`config.mk`:
```
export PLATFORM = sky130hd
export DESIGN_NAME = uart_lowpower_rx
export DESIGN_NICKNAME = d
export VERILOG_FILES = /design/src/rtl/uart_lowpower_rx.sv
export SDC_FILE = /design/constraint.sdc
export NUM_CORES = 1
export LEC_CHECK = 0
export BUFFER_PORTS_ARGS = -buffer_cell sky130_fd_sc_hd__buf_2
export CORE_MARGIN = 2
export CORE_UTILIZATION = 40
export CTS_CLUSTER_SIZE = 28
export DETAILED_ROUTE_END_ITERATION = 16
export SYNTH_ARGS = -nofsm -noshare
export SYNTH_HDL_FRONTEND = slang
export SYNTH_SLANG_ARGS = --single-unit
```
`constraint.sdc`:
```
create_clock -name clk -period 1.9 [get_ports clk]
set_input_delay 0 -clock clk [delete_from_list [all_inputs] [get_ports clk]]
set_output_delay 0 -clock clk [all_outputs]
set_load 0.1 [all_outputs]
```
`src/rtl/uart_lowpower_rx.sv`:
```
// uart_lowpower_rx: low-power 8N1 UART receiver with idle-time SLEEP state.
// A falling edge on the synchronized line wakes the receiver from SLEEP or
// IDLE. Every sample is taken in the middle of its bit.
// Optional feature macro: UART_RX_PARITY_EN (8E1 frame, live parity_err).
module uart_lowpower_rx #(
  parameter int CLKS_PER_BIT      = 16,
  parameter int IDLE_SLEEP_CYCLES = 64
) (
  input  logic       clk,
  input  logic       rst,
  input  logic       rx,
  output logic [7:0] data_out,
  output logic       data_valid,
  output logic       frame_err,
  output logic       parity_err,
  output logic       busy,
  output logic [2:0] state
);

  localparam logic [2:0] S_SLEEP  = 3'd0;
  localparam logic [2:0] S_IDLE   = 3'd1;
  localparam logic [2:0] S_START  = 3'd2;
  localparam logic [2:0] S_DATA   = 3'd3;
  localparam logic [2:0] S_STOP   = 3'd4;
  localparam logic [2:0] S_PARITY = 3'd5;

  localparam int BAUD_W = $clog2(CLKS_PER_BIT);
  localparam int IDLE_W = $clog2(IDLE_SLEEP_CYCLES + 1);

  localparam logic [BAUD_W-1:0] HALF_LAST = BAUD_W'(CLKS_PER_BIT / 2 - 1);
  localparam logic [BAUD_W-1:0] FULL_LAST = BAUD_W'(CLKS_PER_BIT - 1);
  localparam logic [IDLE_W-1:0] IDLE_TRIP = IDLE_W'(IDLE_SLEEP_CYCLES - 1);

  logic              rx_meta;
  logic              rx_s;
  logic              rx_d;
  logic              fall;
  logic [BAUD_W-1:0] baud_cnt;
  logic [IDLE_W-1:0] idle_cnt;
  logic [2:0]        bit_cnt;
  logic [7:0]        shift;
  logic [2:0]        next_state;
  logic              tick_half;
  logic              tick_full;
`ifdef UART_RX_PARITY_EN
  logic              par_bad;
`endif

  // Two-flop synchronizer plus one delayed copy for falling-edge detection.
  // NOTE: sequential state uses non-blocking assignments so every flop samples
  // the pre-edge value of its source; blocking here would collapse the chain.
  always_ff @(posedge clk or negedge rst) begin
    if (!rst) begin
      rx_meta <= 1'b1;
      rx_s    <= 1'b1;
      rx_d    <= 1'b1;
    end else begin
      rx_meta <= rx;
      rx_s    <= rx_meta;
      rx_d    <= rx_s;
    end
  end

  assign fall      = rx_d & ~rx_s;
  assign tick_half = (baud_cnt == HALF_LAST);
  assign tick_full = (baud_cnt == FULL_LAST);

  // Next-state decode of the receive FSM.
  // NOTE: next_state gets a default before the case so no path leaves it
  // unassigned, which would otherwise infer a latch.
  always_comb begin
    next_state = state;
    case (state)
      S_SLEEP: if (fall) next_state = S_START;
      S_IDLE: begin
        if (fall)                             next_state = S_START;
        else if (rx_s && idle_cnt == IDLE_TRIP) next_state = S_SLEEP;
      end
      S_START: if (tick_half) next_state = rx_s ? S_IDLE : S_DATA;
      S_DATA: begin
        if (tick_full && bit_cnt == 3'd7) begin
`ifdef UART_RX_PARITY_EN
          next_state = S_PARITY;
`else
          next_state = S_STOP;
`endif
        end
      end
      S_PARITY: if (tick_full) next_state = S_STOP;
      S_STOP:   if (tick_full) next_state = S_IDLE;
      default:  next_state = S_IDLE;
    endcase
  end

  // State register with a registered busy flag derived from the same decode.
  always_ff @(posedge clk or negedge rst) begin
    if (!rst) begin
      state <= S_IDLE;
      busy  <= 1'b0;
    end else begin
      state <= next_state;
      busy  <= (next_state == S_START) || (next_state == S_DATA) ||
               (next_state == S_PARITY) || (next_state == S_STOP);
    end
  end

  // Counters, shift register and one-cycle result pulses.
  always_ff @(posedge clk or negedge rst) begin
    if (!rst) begin
      baud_cnt   <= '0;
      idle_cnt   <= '0;
      bit_cnt    <= '0;
      shift      <= '0;
      data_out   <= '0;
      data_valid <= 1'b0;
      frame_err  <= 1'b0;
`ifdef UART_RX_PARITY_EN
      parity_err <= 1'b0;
      par_bad    <= 1'b0;
`endif
    end else begin
      data_valid <= 1'b0;
      frame_err  <= 1'b0;
`ifdef UART_RX_PARITY_EN
      parity_err <= 1'b0;
`endif
      case (state)
        S_SLEEP, S_IDLE: begin
          // SLEEP leaves every counter frozen until the wake-up edge.
          if (fall) begin
            baud_cnt <= '0;
            bit_cnt  <= '0;
            idle_cnt <= '0;
          end else if (state == S_IDLE) begin
            if (!rx_s)                         idle_cnt <= '0;
            else if (idle_cnt != IDLE_TRIP + 1'b1) idle_cnt <= idle_cnt + 1'b1;
          end
        end
        S_START: baud_cnt <= tick_half ? '0 : baud_cnt + 1'b1;
        S_DATA: begin
          if (tick_full) begin
            baud_cnt <= '0;
            shift    <= {rx_s, shift[7:1]};
            bit_cnt  <= bit_cnt + 1'b1;
          end else begin
            baud_cnt <= baud_cnt + 1'b1;
          end
        end
        S_PARITY: begin
          if (tick_full) begin
            baud_cnt <= '0;
`ifdef UART_RX_PARITY_EN
            // Even parity: the parity bit must equal the XOR of the data.
            par_bad  <= rx_s ^ (^shift);
`endif
          end else begin
            baud_cnt <= baud_cnt + 1'b1;
          end
        end
        S_STOP: begin
          if (tick_full) begin
            baud_cnt <= '0;
            idle_cnt <= '0;
            if (!rx_s) begin
              frame_err <= 1'b1;
`ifdef UART_RX_PARITY_EN
            end else if (par_bad) begin
              parity_err <= 1'b1;
`endif
            end else begin
              data_out   <= shift;
              data_valid <= 1'b1;
            end
`ifdef UART_RX_PARITY_EN
            par_bad <= 1'b0;
`endif
          end else begin
            baud_cnt <= baud_cnt + 1'b1;
          end
        end
        default: baud_cnt <= '0;
      endcase
    end
  end

`ifndef UART_RX_PARITY_EN
  assign parity_err = 1'b0;
`endif

endmodule

```
Word level (Yosys, flattened, before mapping)
Cells that the tools add are included.
W data, S select, Z words.
{ "word_totals": {"input_bits": 3, "output_inout_bits": 15, "regBits": 39, "elab_cells": 78} }
{ "classes": {"add_sub_neg": 3, "n_mux": 28, "n_eq_ne": 19, "bitwise_logic": 2, "n_reduce_logical": 14} }
{ "op_table": {"columns": ["op", "count"], "rows": [
  ["$mux W7", 5],
  ["$mux W3", 9],
  ["$pmux W3 S6", 1],
  ["$eq A3 B3 Y1 const B", 5],
  ["$pmux W7 S2", 1],
  ["$eq A3 B2 Y1 const B", 4],
  ["$mux W4", 3],
  ["$pmux W4 S3", 1],
  ["$add A7 B1 Y7 const B", 1],
  ["$eq A7 B6 Y1 const B", 1],
  ["$ne A7 B7 Y1 const B", 1],
  ["$mux W1", 6],
  ["$ne A2 B2 Y1 const B", 3],
  ["$pmux W3 S2", 1],
  ["$reduce_and A3 Y1", 2],
  ["$add A4 B1 Y4 const B", 1],
  ["$eq A4 B3 Y1 const B", 1],
  ["$eq A4 B4 Y1 const B", 1],
  ["$ne A4 B4 Y1 const B", 1],
  ["$reduce_and A4 Y1", 1],
  ["$reduce_bool A2 Y1", 2],
  ["$add A3 B1 Y3 const B", 1],
  ["$eq A3 B1 Y1 const B", 1],
  ["$logic_not A3 Y1", 1],
  ["9 further kinds", 12]
]} }

Longest topological paths before layout
{ "logic_depth": {"word_depth": 9, "depth_mapped": 6, "ltp_nobuf": 6} }

Worst setup path before layout
No wires, ideal clock.
{ "synth_timing": {"kind": "register -> register", "from": "register state[1]", "to": "register shift[0]", "setup_slack_ns": -0.265, "setup_ns": 0.125, "stages_incl_launch_ff": 6, "period_less_slack_ns": 2.165, "t_required_ns": 1.775, "arrival_time_ns": 2.040, "cell_sequence": "dfrtp_1 > clkbuf_2 > nand3b_1 > nor2_1 > buf_2 > mux2_2"} }
{ "synth_between": {"elab_chain_cells": 2} }
{ "synth_rtl": {"columns": ["item", "line", "source"], "rows": [
  ["start: declaration", "17", "output logic [2:0] state"],
  ["start signal: assignment", "101", "state <= next_state;"],
  ["$eq A3 B2 Y1", "127", "case (state)"],
  ["$reduce_and A2 Y1 (no source line)", null, null],
  ["end signal: assignment", "143", "shift <= {rx_s, shift[7:1]};"],
  ["end: declaration", "41", "logic [7:0] shift;"]
]} }
Every way passes these cells.
A chain may end at the register's enable or synchronous reset.

Final worst setup path
{ "layout_timing": {"from": "register idle_cnt[0]", "to": "register idle_cnt[3]"} }
{ "layout_between": {"elab_chain_cells": 6, "elab_cells_between_ends": 9, "classes_between": "1 x add/sub; 2 x eq/ne; 5 x mux; 1 x reduce/logical"} }
{ "layout_rtl": {"columns": ["item", "line", "source"], "rows": [
  ["start: declaration", "39", "logic [IDLE_W-1:0] idle_cnt;"],
  ["start signal: assignment", "136", "else if (idle_cnt != IDLE_TRIP + 1'b1) idle_cnt <= idle_cnt + 1'b1;"],
  ["$add A7 B1 Y7", "136", null],
  ["$mux W7", "136", null],
  ["$mux W7", "135", "if (!rx_s) idle_cnt <= '0;"],
  ["$mux W7", "134", "end else if (state == S_IDLE) begin"],
  ["$mux W7", "130", "if (fall) begin"],
  ["$pmux W7 S2", "127", null]
]} }
Parallel ways exist; a longest one is shown, timed or not. The select of a mux whose other input is x is not followed.

==> metrics <==
area grow syn2layout 16.3%; final std cells w/o fill approximately 240; worst-path cell chain inv_1, ha_1, nand4bb_1, o41a_1, o21ai_1, o22ai_1; Residual DRC 0; CP max FO 4; nets 193; cts bufs inserted 5; CTS Buffer Depth 2; later-pin clock latency in the skew report between 0.2 and 0.3 ns; initial core utilization 42.2%; fraction of layout cells with a size suffix above 1 30.6%; setup TNS 0 ns; hpwl dp 2.64 mm; RSZ-0062 raised after global routing false; Synth warnings 0; pre-CTS WS slightly below 0.009 ns; slowest stage cell, crit path dfrtp_1; Die X ~72 microns; required time worst endpoint 2.06 ns; reg2reg path depth 6; maximum clock frequency ~560 MHz; drt total wl between 3 and 4 mm; GRT overflow 0; sequential share of the synthesized area a little over half; clock sinks 39; Sw Share 36.1%; Tmin final roughly 1.8 ns; Yosys reg bits 39; CP Capture Type flop; RR Endpoint idle_cnt[3]; GP Congestion 0.896; Final Hold Viols 0; HP Class primary input to async pin; Core ar. about 4400 sq um; via count of the first global-routing pass 1385; CTS tree done; wire length of the first global-routing pass about 6.3 mm; drt initial violations 64; largest net degree at the start of global routing 40; Antenna Cells 0; total power approximately 2.5 mW; CP peak stage delay roughly 0.4 ns; Final ANT Viol Nets 0; P_sw about 0.9 mW; clock root cell clkbuf_8; status completed; Routed WL per cell 15.2 microns; fillers just over 400; Clk pwr share between 20 and 30%; initial antenna violation count 0; max_slew headroom 42.7%; DRT Pass-1 Iters 4; LEAKAGE 1.04 nW; Worst R2R Setup Slack 0.10 ns; Worst IR Drop VDD slightly above 0.6 mV; pwr dens around 1200 nW/um^2; Worst EP arrival 1.96 ns; Avg Cell Area, Syn between 10 and 15 sq um; Worst Setup Slack, final around 0.10 ns; type of the worst setup path flop to flop; Port Buf Inserts 16; Final setup violation count 0; worst slew pin tran 0.859 ns; Via density roughly 5.7; Reg power frac between 40% and 50%; Cell Int Power roughly 1.6 mW; fin crit share a little over nine tenths; post-CTS setup buffer count 0; mapped cell area ~1900 sq um; Tot GR Track Use between 10% and 20%; syn_nets 169; row count 24; H-tree depth 2; fin. max-slew vios 0; synth unique cells 50; CP Launch Type flop; r2r startpoint idle_cnt[0]; full die area roughly 5200 sq um; max-cap violations 0; routed via count 1358; Clock transition at path regs ~0.080 ns; I/O pin total 18; Post-Syn Instances 161; Placed Cells approximately 230; WHS approximately 0.35 ns; Setup Skew between 0.008 and 0.009 ns; die span in y slightly above 70 microns; share of total power in combinational logic 29.4%
## critical path: cells and delay by family (launching register included)
kind | cells | cell delay [ns]
AO/OA/AOI/OAI | 3 | 0.82
adder cells (fa/ha/maj) | 1 | 0.16
buffers and inverters | 1 | 0.09
flip-flops | 1 | 0.40
AND/OR/NAND/NOR | 1 | 0.19
## kinds of logic (layout without fill, tap and decap cells)
logic type / after synthesis / in the layout / share of synthesized area (%)
AND/OR/NAND/NOR: 47 / 47 / 13.9
XOR/XNOR: 1 / 1 / 0.470
adder cells (fa/ha/maj): 5 / 5 / 3.36
AO/OA/AOI/OAI: 34 / 34 / 14.6
buffers and inverters: 15 / 40 / 3.49
multiplexers: 19 / 19 / 11.3
other: 1 / 1 / 0.201
flip-flops: 39 / 39 / 52.7
## final cells by class
class	count	area (sq um)	area share, %
clock inverter	3	43.8	2.02
timing repair buffer	23	138	6.35
sequential	39	987	45.6
multi-input combinational	107	831	38.3
clock buffer	5	68.8	3.18
tap	52	65.1	3.00
inverter	9	33.8	1.56
## what timing repair did
action                                  CTS  global route
gates cloned                              0             0
gates resized for setup                   1             2
hold endpoints to repair                 36             0
hold buffers                              2             0
endpoints found under the setup margin    4             8
## power by group through the flow
stage | Sequential, mW | Clock [mW] | Combinational, mW
after floorplan | 1.19 | 0 | 0.472
after global placement | 1.09 | 0 | 0.711
after detailed placement | 1.10 | 0 | 0.736
after CTS | 1.09 | 0.710 | 0.739
after global routing | 1.11 | 0.737 | 0.817
final | 1.09 | 0.685 | 0.737
## worst max-delay path by stage
stage | startpoint | to | slack, ns
after floorplan | state[0] | shift[0] | 0.005
after global placement | baud_cnt[0] | data_out[7] | 0.05
after detailed placement | baud_cnt[0] | data_out[3] | 0.009
after CTS | baud_cnt[0] | data_out[3] | 0.05
after global routing | idle_cnt[0] | idle_cnt[3] | 0.02
final | idle_cnt[0] | idle_cnt[3] | 0.10
## cell usage after synthesis (all sizes together)
master,count,share of area (%)
conb,1,0.20
and3b,1,0.47
nand4bb,1,0.60
clkbuf,2,0.47
a31oi,1,0.34
nand3b,1,0.40
nand2,14,3.0
a221oi,2,0.94
a211oi,3,1.5
o221ai,1,0.47
inv,9,1.8
xor2,1,0.47
o21a,1,0.40
nor2,6,1.2
o41ai,1,1.5
dfrtp,35,47
o31a,1,0.47
mux2i,2,1.1
or2,1,0.34
mux2,17,10
nand4,4,1.3
ha,5,3.4
nor3b,1,0.67
a2bb2oi,1,0.47
dfstp,4,5.6
nand3,6,1.9
o2bb2ai,1,0.47
o211ai,1,0.40
nor2b,1,0.34
nor3,4,1.3
o21ai,6,1.6
o41a,1,0.60
a222oi,1,0.54
nand2b,4,1.3
o22ai,3,1.0
o2111ai,1,0.47
a21oi,5,1.5
buf,4,1.2
a22o,4,1.9
and3,3,1.0
## sequential cells by signal, indices dropped and copies added (netlist names), 3 cells and up
signal	count
data_out	8
bit_cnt	3
state	3
idle_cnt	7
baud_cnt	4
shift	8
## layer usage
| metal | vias to the layer above | routed length (microns) | part of all wire, % | track usage (%) |
|---|---|---|---|---|
| li1 | 636 | - | - | - |
| met1 | 664 | 1490 | 41 | 18.2 |
| met2 | 46 | 1850 | 51 | 26.6 |
| met3 | 12 | 210 | 5.8 | 4.72 |
| met4 | 0 | 80 | 2.2 | 6.50 |
| met5 | - | 0 | 0 | 0 |
## cell usage in the layout (no fill, tap or decap), types with 5 or more instances in the layout
cell       n
dfrtp_1   33
buf_2     16
nand2_1   13
mux2_2    12
inv_1      8
nor2_1     6
nand3_1    5
mux2_1     5
clkbuf_8   5
buf_4      5
## metrics by stage
step                      area [sq um]  utilization, %
after CTS                         2160            48.9
final                             2170            49.1
after global placement            2020            45.8
after global routing              2170            49.1
after floorplan                   1870               -
after detailed placement          2020            45.8
Power figures use the tool's default switching activity.
